$ cat src/rtl/rf_wr_arbiter_if.sv
// Write-port arbitration bundle between requesters/decode and rf_wr_arbiter.
// The dbg_* signals exist only when RF_DBG_WR_EN is defined.
interface rf_wr_arbiter_if #(
  parameter int unsigned XLEN      = 32,
  parameter int unsigned RF_AWIDTH = 5
);
  logic                        wb_req_valid_i;
  logic                        wb_req_ready_o;
  logic [RF_AWIDTH-1:0]        wb_rd_addr_i;
  logic [XLEN-1:0]             wb_rd_data_i;

  logic                        lsu_req_valid_i;
  logic                        lsu_req_ready_o;
  logic [RF_AWIDTH-1:0]        lsu_rd_addr_i;
  logic [XLEN-1:0]             lsu_rd_data_i;
  logic                        lsu_issue_valid_i;
  logic [RF_AWIDTH-1:0]        lsu_issue_addr_i;

  logic [RF_AWIDTH-1:0]        id_rs1_addr_i;
  logic [RF_AWIDTH-1:0]        id_rs2_addr_i;
  logic [RF_AWIDTH-1:0]        id_rd_addr_i;
  logic                        id_stall_o;
  logic [(2**RF_AWIDTH)-1:0]   rf_busy_o;

  logic                        rf_wr_req_o;
  logic [RF_AWIDTH-1:0]        rf_rd_addr_o;
  logic [XLEN-1:0]             rf_rd_data_o;

`ifdef RF_DBG_WR_EN
  logic                        dbg_req_valid_i;
  logic                        dbg_req_ready_o;
  logic [RF_AWIDTH-1:0]        dbg_rd_addr_i;
  logic [XLEN-1:0]             dbg_rd_data_i;
`endif

  modport master (
    output wb_req_valid_i, wb_rd_addr_i, wb_rd_data_i,
    output lsu_req_valid_i, lsu_rd_addr_i, lsu_rd_data_i,
    output lsu_issue_valid_i, lsu_issue_addr_i,
    output id_rs1_addr_i, id_rs2_addr_i, id_rd_addr_i,
`ifdef RF_DBG_WR_EN
    output dbg_req_valid_i, dbg_rd_addr_i, dbg_rd_data_i,
    input  dbg_req_ready_o,
`endif
    input  wb_req_ready_o, lsu_req_ready_o,
    input  id_stall_o, rf_busy_o,
    input  rf_wr_req_o, rf_rd_addr_o, rf_rd_data_o
  );

  modport slave (
    input  wb_req_valid_i, wb_rd_addr_i, wb_rd_data_i,
    input  lsu_req_valid_i, lsu_rd_addr_i, lsu_rd_data_i,
    input  lsu_issue_valid_i, lsu_issue_addr_i,
    input  id_rs1_addr_i, id_rs2_addr_i, id_rd_addr_i,
`ifdef RF_DBG_WR_EN
    input  dbg_req_valid_i, dbg_rd_addr_i, dbg_rd_data_i,
    output dbg_req_ready_o,
`endif
    output wb_req_ready_o, lsu_req_ready_o,
    output id_stall_o, rf_busy_o,
    output rf_wr_req_o, rf_rd_addr_o, rf_rd_data_o
  );
endinterface

$ cat src/rtl/rf_wr_arbiter.sv
// Register-file write-port arbiter (WB / LSU / optional DBG) with LSU load scoreboard.
// Define RF_DBG_WR_EN to add the debug write requester with absolute priority.
module rf_wr_arbiter #(
  parameter int unsigned XLEN         = 32,
  parameter int unsigned RF_AWIDTH    = 5,
  parameter int unsigned STARVE_LIMIT = 4
) (
  input logic              clk,
  input logic              rst,
  rf_wr_arbiter_if.slave   bus
);
  localparam int unsigned NumRegs   = 2**RF_AWIDTH;
  localparam logic [3:0]  StarveMax = 4'(STARVE_LIMIT);

  logic [3:0]           starve_q, starve_d;
  logic [NumRegs-1:0]   busy_q, busy_d;
  logic                 wr_req_q;
  logic [RF_AWIDTH-1:0] addr_q;
  logic [XLEN-1:0]      data_q;

  logic                 promote;
  logic                 dbg_gnt, lsu_gnt, wb_gnt, any_gnt;
  logic [RF_AWIDTH-1:0] gnt_addr;
  logic [XLEN-1:0]      gnt_data;

  assign promote = (starve_q == StarveMax);

  // Readies are forced low while rst is high.
  always_comb begin
    dbg_gnt = 1'b0;
    lsu_gnt = 1'b0;
    wb_gnt  = 1'b0;
    if (!rst) begin
`ifdef RF_DBG_WR_EN
      dbg_gnt = bus.dbg_req_valid_i;
`endif
      lsu_gnt = bus.lsu_req_valid_i && !dbg_gnt && (promote || !bus.wb_req_valid_i);
      wb_gnt  = bus.wb_req_valid_i && !dbg_gnt && !lsu_gnt;
    end
  end

  assign any_gnt = dbg_gnt | lsu_gnt | wb_gnt;

  always_comb begin
    gnt_addr = bus.wb_rd_addr_i;
    gnt_data = bus.wb_rd_data_i;
    if (lsu_gnt) begin
      gnt_addr = bus.lsu_rd_addr_i;
      gnt_data = bus.lsu_rd_data_i;
    end
`ifdef RF_DBG_WR_EN
    if (dbg_gnt) begin
      gnt_addr = bus.dbg_rd_addr_i;
      gnt_data = bus.dbg_rd_data_i;
    end
`endif
  end

  // Any lost LSU cycle counts, including losses to DBG.
  always_comb begin
    if (!bus.lsu_req_valid_i || lsu_gnt) begin
      starve_d = 4'd0;
    end else if (starve_q < StarveMax) begin
      starve_d = starve_q + 4'd1;
    end else begin
      starve_d = starve_q;
    end
  end

  // Issue is applied after the return clear so a same-cycle reissue keeps the bit set.
  always_comb begin
    busy_d = busy_q;
    if (lsu_gnt) begin
      busy_d[bus.lsu_rd_addr_i] = 1'b0;
    end
    if (bus.lsu_issue_valid_i) begin
      busy_d[bus.lsu_issue_addr_i] = 1'b1;
    end
    busy_d[0] = 1'b0;
  end

  always_ff @(posedge clk) begin
    if (rst) begin
      starve_q <= 4'd0;
      busy_q   <= '0;
      wr_req_q <= 1'b0;
      addr_q   <= '0;
      data_q   <= '0;
    end else begin
      starve_q <= starve_d;
      busy_q   <= busy_d;
      wr_req_q <= any_gnt && (gnt_addr != '0);
      if (any_gnt) begin
        addr_q <= gnt_addr;
        data_q <= gnt_data;
      end
    end
  end

  assign bus.wb_req_ready_o  = wb_gnt;
  assign bus.lsu_req_ready_o = lsu_gnt;
`ifdef RF_DBG_WR_EN
  assign bus.dbg_req_ready_o = dbg_gnt;
`endif

  assign bus.id_stall_o = busy_q[bus.id_rs1_addr_i] | busy_q[bus.id_rs2_addr_i] |
                          busy_q[bus.id_rd_addr_i];
  assign bus.rf_busy_o    = busy_q;
  assign bus.rf_wr_req_o  = wr_req_q;
  assign bus.rf_rd_addr_o = addr_q;
  assign bus.rf_rd_data_o = data_q;
endmodule
$ cat src/flat_wrapper.sv
// flat-port wrapper written by rule: the top's interface ports become plain ports
module rf_wr_arbiter_flat 
#(
  parameter int unsigned XLEN         = 32,
  parameter int unsigned RF_AWIDTH    = 5,
  parameter int unsigned STARVE_LIMIT = 4
)
  (clk, rst, bus_wb_req_valid_i, bus_wb_rd_addr_i, bus_wb_rd_data_i, bus_lsu_req_valid_i, bus_lsu_rd_addr_i, bus_lsu_rd_data_i, bus_lsu_issue_valid_i, bus_lsu_issue_addr_i, bus_id_rs1_addr_i, bus_id_rs2_addr_i, bus_id_rd_addr_i, bus_wb_req_ready_o, bus_lsu_req_ready_o, bus_id_stall_o, bus_rf_busy_o, bus_rf_wr_req_o, bus_rf_rd_addr_o, bus_rf_rd_data_o);
  rf_wr_arbiter_if #(.XLEN(XLEN), .RF_AWIDTH(RF_AWIDTH)) bus_i ();
  input logic clk;
  input logic rst;
  input wire logic [$bits(bus_i.wb_req_valid_i)-1:0] bus_wb_req_valid_i;
  input wire logic [$bits(bus_i.wb_rd_addr_i)-1:0] bus_wb_rd_addr_i;
  input wire logic [$bits(bus_i.wb_rd_data_i)-1:0] bus_wb_rd_data_i;
  input wire logic [$bits(bus_i.lsu_req_valid_i)-1:0] bus_lsu_req_valid_i;
  input wire logic [$bits(bus_i.lsu_rd_addr_i)-1:0] bus_lsu_rd_addr_i;
  input wire logic [$bits(bus_i.lsu_rd_data_i)-1:0] bus_lsu_rd_data_i;
  input wire logic [$bits(bus_i.lsu_issue_valid_i)-1:0] bus_lsu_issue_valid_i;
  input wire logic [$bits(bus_i.lsu_issue_addr_i)-1:0] bus_lsu_issue_addr_i;
  input wire logic [$bits(bus_i.id_rs1_addr_i)-1:0] bus_id_rs1_addr_i;
  input wire logic [$bits(bus_i.id_rs2_addr_i)-1:0] bus_id_rs2_addr_i;
  input wire logic [$bits(bus_i.id_rd_addr_i)-1:0] bus_id_rd_addr_i;
  output wire logic [$bits(bus_i.wb_req_ready_o)-1:0] bus_wb_req_ready_o;
  output wire logic [$bits(bus_i.lsu_req_ready_o)-1:0] bus_lsu_req_ready_o;
  output wire logic [$bits(bus_i.id_stall_o)-1:0] bus_id_stall_o;
  output wire logic [$bits(bus_i.rf_busy_o)-1:0] bus_rf_busy_o;
  output wire logic [$bits(bus_i.rf_wr_req_o)-1:0] bus_rf_wr_req_o;
  output wire logic [$bits(bus_i.rf_rd_addr_o)-1:0] bus_rf_rd_addr_o;
  output wire logic [$bits(bus_i.rf_rd_data_o)-1:0] bus_rf_rd_data_o;
  assign bus_i.wb_req_valid_i = bus_wb_req_valid_i;
  assign bus_i.wb_rd_addr_i = bus_wb_rd_addr_i;
  assign bus_i.wb_rd_data_i = bus_wb_rd_data_i;
  assign bus_i.lsu_req_valid_i = bus_lsu_req_valid_i;
  assign bus_i.lsu_rd_addr_i = bus_lsu_rd_addr_i;
  assign bus_i.lsu_rd_data_i = bus_lsu_rd_data_i;
  assign bus_i.lsu_issue_valid_i = bus_lsu_issue_valid_i;
  assign bus_i.lsu_issue_addr_i = bus_lsu_issue_addr_i;
  assign bus_i.id_rs1_addr_i = bus_id_rs1_addr_i;
  assign bus_i.id_rs2_addr_i = bus_id_rs2_addr_i;
  assign bus_i.id_rd_addr_i = bus_id_rd_addr_i;
  assign bus_wb_req_ready_o = bus_i.wb_req_ready_o;
  assign bus_lsu_req_ready_o = bus_i.lsu_req_ready_o;
  assign bus_id_stall_o = bus_i.id_stall_o;
  assign bus_rf_busy_o = bus_i.rf_busy_o;
  assign bus_rf_wr_req_o = bus_i.rf_wr_req_o;
  assign bus_rf_rd_addr_o = bus_i.rf_rd_addr_o;
  assign bus_rf_rd_data_o = bus_i.rf_rd_data_o;
  rf_wr_arbiter #(.XLEN(XLEN), .RF_AWIDTH(RF_AWIDTH), .STARVE_LIMIT(STARVE_LIMIT)) u_core (.clk(clk), .rst(rst), .bus(bus_i));
endmodule
$ cat config.mk
export PLATFORM = sky130hd
export DESIGN_NAME = rf_wr_arbiter_flat
export DESIGN_NICKNAME = d
export VERILOG_FILES = /design/src/rtl/rf_wr_arbiter_if.sv /design/src/rtl/rf_wr_arbiter.sv /design/src/flat_wrapper.sv
export SDC_FILE = /design/constraint.sdc
export NUM_CORES = 1
export LEC_CHECK = 0
export ABC_CLOCK_PERIOD_IN_PS = 2460
export BUFFER_PORTS_ARGS = -buffer_cell sky130_fd_sc_hd__buf_2
export CORE_ASPECT_RATIO = 2
export CORE_MARGIN = 2
export CORE_UTILIZATION = 35
export DETAILED_ROUTE_END_ITERATION = 10
export GPL_ROUTABILITY_DRIVEN = 0
export PLACE_DENSITY = 0.66
export SYNTH_ARGS = -nofsm -noshare
export SYNTH_HDL_FRONTEND = slang
export SYNTH_SLANG_ARGS = --single-unit
$ cat constraint.sdc
create_clock -name clk -period 2.46 [get_ports clk]
set_input_delay 0.492 -clock clk [delete_from_list [all_inputs] [get_ports clk]]
set_output_delay 0.492 -clock clk [all_outputs]
set_load 0.005 [all_outputs]
==> flow_metrics.env <==
export IMPL_drv_cap=0
export IMPL_holdPathStages=3
export IMPL_slew_headroom=0.505
export IMPL_cp_arrival_ns=2.00
export IMPL_synth_ff_type="dfxtp_1"
export IMPL_fin_cells=770
export IMPL_path_class="input port to primary output"
export IMPL_ys_seq_area_frac=0.359
export IMPL_crit_top_cell="buf_2"
export IMPL_min_period_over_period=1.01
export IMPL_grt_pass1_vias=4389
export IMPL_final_setup_viol_count=1
export IMPL_hold_violations=0
export IMPL_tightest_slew_ns=0.739
export IMPL_clkTransAtPathRegs_ns=0.05
export IMPL_crit_path_max_incr_delay_ns=0.37
export IMPL_fin_skew_ns=0.00464
export IMPL_grt_max_degree=45
export IMPL_cts_tree="built"
export IMPL_clock_path_buffers=2
export IMPL_die_area_um2=12600
export IMPL_die_height_um=156
export IMPL_fmax_mhz=402
export IMPL_diodes=0
export IMPL_ir_drop_v=0.000389
export IMPL_status="complete, but fails checks"
export IMPL_layout_setup_ws_ns=-0.0292
export IMPL_num_rows=55
export IMPL_clockRootBuffer="clkbuf_16"
export IMPL_drt_iter0_drc=258
export IMPL_ys_warn_count=0
export IMPL_num_fill_cells=1086
export IMPL_failed_checks="setup timing"
export IMPL_path_max_fanout=7
export IMPL_clk_latency_ns=0.33
export IMPL_cts_buffers=9
export IMPL_die_w_um=80.2
export IMPL_start_util=0.358
export IMPL_period_minus_slack_ns=2.49
export IMPL_htree_levels=3
export IMPL_path_cells="buf_2 > mux2_2 > a221oi_1 > a2111oi_0 > nor3_1 > nand4_1 > buf_2"
export IMPL_vias=4289
export IMPL_antenna_found_initial=0
export IMPL_synth_seq_cells=73
export IMPL_hp_start="bus_lsu_rd_data_i[27]"
export IMPL_ctsHoldBuffers=0
export IMPL_utilization=0.485
export IMPL_drive_gt1_frac=0.400
export IMPL_cp_startpoint="bus_id_rs1_addr_i[1]"
export IMPL_core_area_um2=11400
export IMPL_p_leak_nw=2.35
export IMPL_dp_cells=752
export IMPL_wl_per_cell_um=18.4
export IMPL_startpoint_type="input port"
export IMPL_worst_r2r_startpoint="u_core.starve_q[0]$_SDFFE_PP0N_"
export IMPL_drt_total_wl_um=14200
export IMPL_overflow=0
export IMPL_dp_hpwl_um=10800
export IMPL_synth_fp_nets=548
export IMPL_power_density_nw_per_um2=553
export IMPL_netlist_area_um2=4070
export IMPL_slew_violations=0
export IMPL_io_buffers=170
export IMPL_ant_nets=0
export IMPL_rsz0062_at_grt="yes"
export IMPL_synthCells=447
export IMPL_synth_edf_count=0
export IMPL_area_growth_pct=35.4
export IMPL_clock_sink_count=73
export IMPL_viasPerCell=5.57
export IMPL_drt_pass1_iter_count=5
export IMPL_critPathSlowestCell="mux2_2"
export IMPL_grt_pass1_wl_um=21600
export IMPL_synth_async_sr_flop_share=0
export IMPL_r2r_cells=8
export IMPL_synth_area_per_cell_um2=9.10
export IMPL_grt_use_total=0.224
export IMPL_nets=724
export IMPL_drcViolationCount=0
export IMPL_ys_types=49
export IMPL_io_pins=172
export IMPL_end_kind="primary output"
export IMPL_cp_required_ns=1.97
export IMPL_hp_class="input port to flop"
==> per-layer routing <==
layer  vias to the layer above  track usage  wire length (um)
met5                         -            0                 0
met4                         0        0.174               876
met3                        62       0.0502               938
met2                       245        0.396              7570
met1                      1965        0.219              4790
li1                       2017            -                 -
==> metrics by stage <==
step	hold WS (ns)	cell area [um^2]	TNS [ns]	total power [mW]	worst slack (ns)
after detailed placement	0.477	5120	-0.0851	1.76	-0.0851
after floorplan	0.448	4070	0	1.53	0.189
after global routing	0.451	5510	-0.0560	3.18	-0.0560
after CTS	0.427	5440	0	3.06	0.000289
after global placement	0.458	5120	-0.0219	1.75	-0.0219
final	0.438	5510	-0.0292	3.05	-0.0292
==> registers in the layout (all words and copies together) (netlist names) <==
name	count
u_core.bus.rf_busy_o	31
u_core.bus.rf_wr_req_o	1
u_core.starve_q	4
u_core.bus.rf_rd_addr_o	5
u_core.bus.rf_rd_data_o	32
==> Yosys cell counts (4+ instances only) <==
cell type  instances  area [um^2]
a211oi_1          22          165
a21oi_1           34          170
buf_6              5         56.3
clkbuf_1          16         60.1
dfxtp_1           73         1460
inv_1              8         30.0
mux2_2             9          101
mux2i_1           46          460
mux4_1             5          131
mux4_2             8          180
nand2_1           40          150
nand2b_1           4         25.0
nand3_1            5         25.0
nand3b_1          20          150
nor2_1            38          143
nor2b_1            6         37.5
nor3_1             4         20.0
nor3b_1            5         37.5
o21ai_0           48          240
==> kinds of logic after synthesis <==
family | synth area share
AOI/OAI and AO/OA | 0.181
muxes | 0.217
buffers and inverters | 0.0526
xor gates and xnor gates | 0.00215
and+or+nand+nor | 0.180
DFF | 0.359
other | 0.000922
adders and majority gates | 0.00615
==> layout make-up <==
type,count,area [um^2],share of cell area
flip-flops and latches,73,1480,0.268
inverters,8,30.0,0.00545
clock inverters,3,21.3,0.00386
multi-input cells,336,2430,0.441
repair buffers,195,1100,0.199
clock buffers,13,280,0.0509
well taps,142,178,0.0323
==> cells in the final DEF (no fill, tap or decap), drive strengths merged, types with 4 or more instances in the layout <==
master	n
nand2b	4
mux2	10
nor3	4
a21oi	34
mux2i	46
nand2	40
a211oi	23
nor2	38
nand3b	20
inv	9
dfxtp	73
nor3b	5
o21ai	48
nand3	5
clkbuf	14
buf	194
mux4	13
nor2b	6
a2111oi	4
==> where the power goes <==
group	switching, mW	internal, mW	leakage (nW)
clock network	0.499	0.795	0.148
registers	0.0352	1.24	0.603
logic	0.252	0.228	1.60
==> path summary, 6_finish.rpt <==
kind | endpoint | slack (ns)
setup / recovery | bus_id_stall_o | -0.03
hold / removal | u_core.bus.rf_rd_data_o[27]$_SDFFE_PP0P_ | 0.44
setup reg to reg | u_core.bus.rf_busy_o[21]$_SDFF_PP0_ | 0.47
hold reg to reg | u_core.bus.rf_rd_data_o[27]$_SDFFE_PP0P_ | 0.49
==> critical path, delay by kind of cell <==
kind | cells | cell delay [ns]
AOI/OAI and AO/OA | 2 | 0.38
muxes | 1 | 0.37
buffers and inverters | 2 | 0.37
and+or+nand+nor | 2 | 0.39
==> repair_timing <==
item | CTS | global route
setup endpoints to repair | 1 | 2
cloned | 0 | 1
pin swaps | 2 | 4
buffers inserted | 0 | 1
gates resized for setup | 13 | 13
No activity file was read; power rests on OpenSTA's default activity.
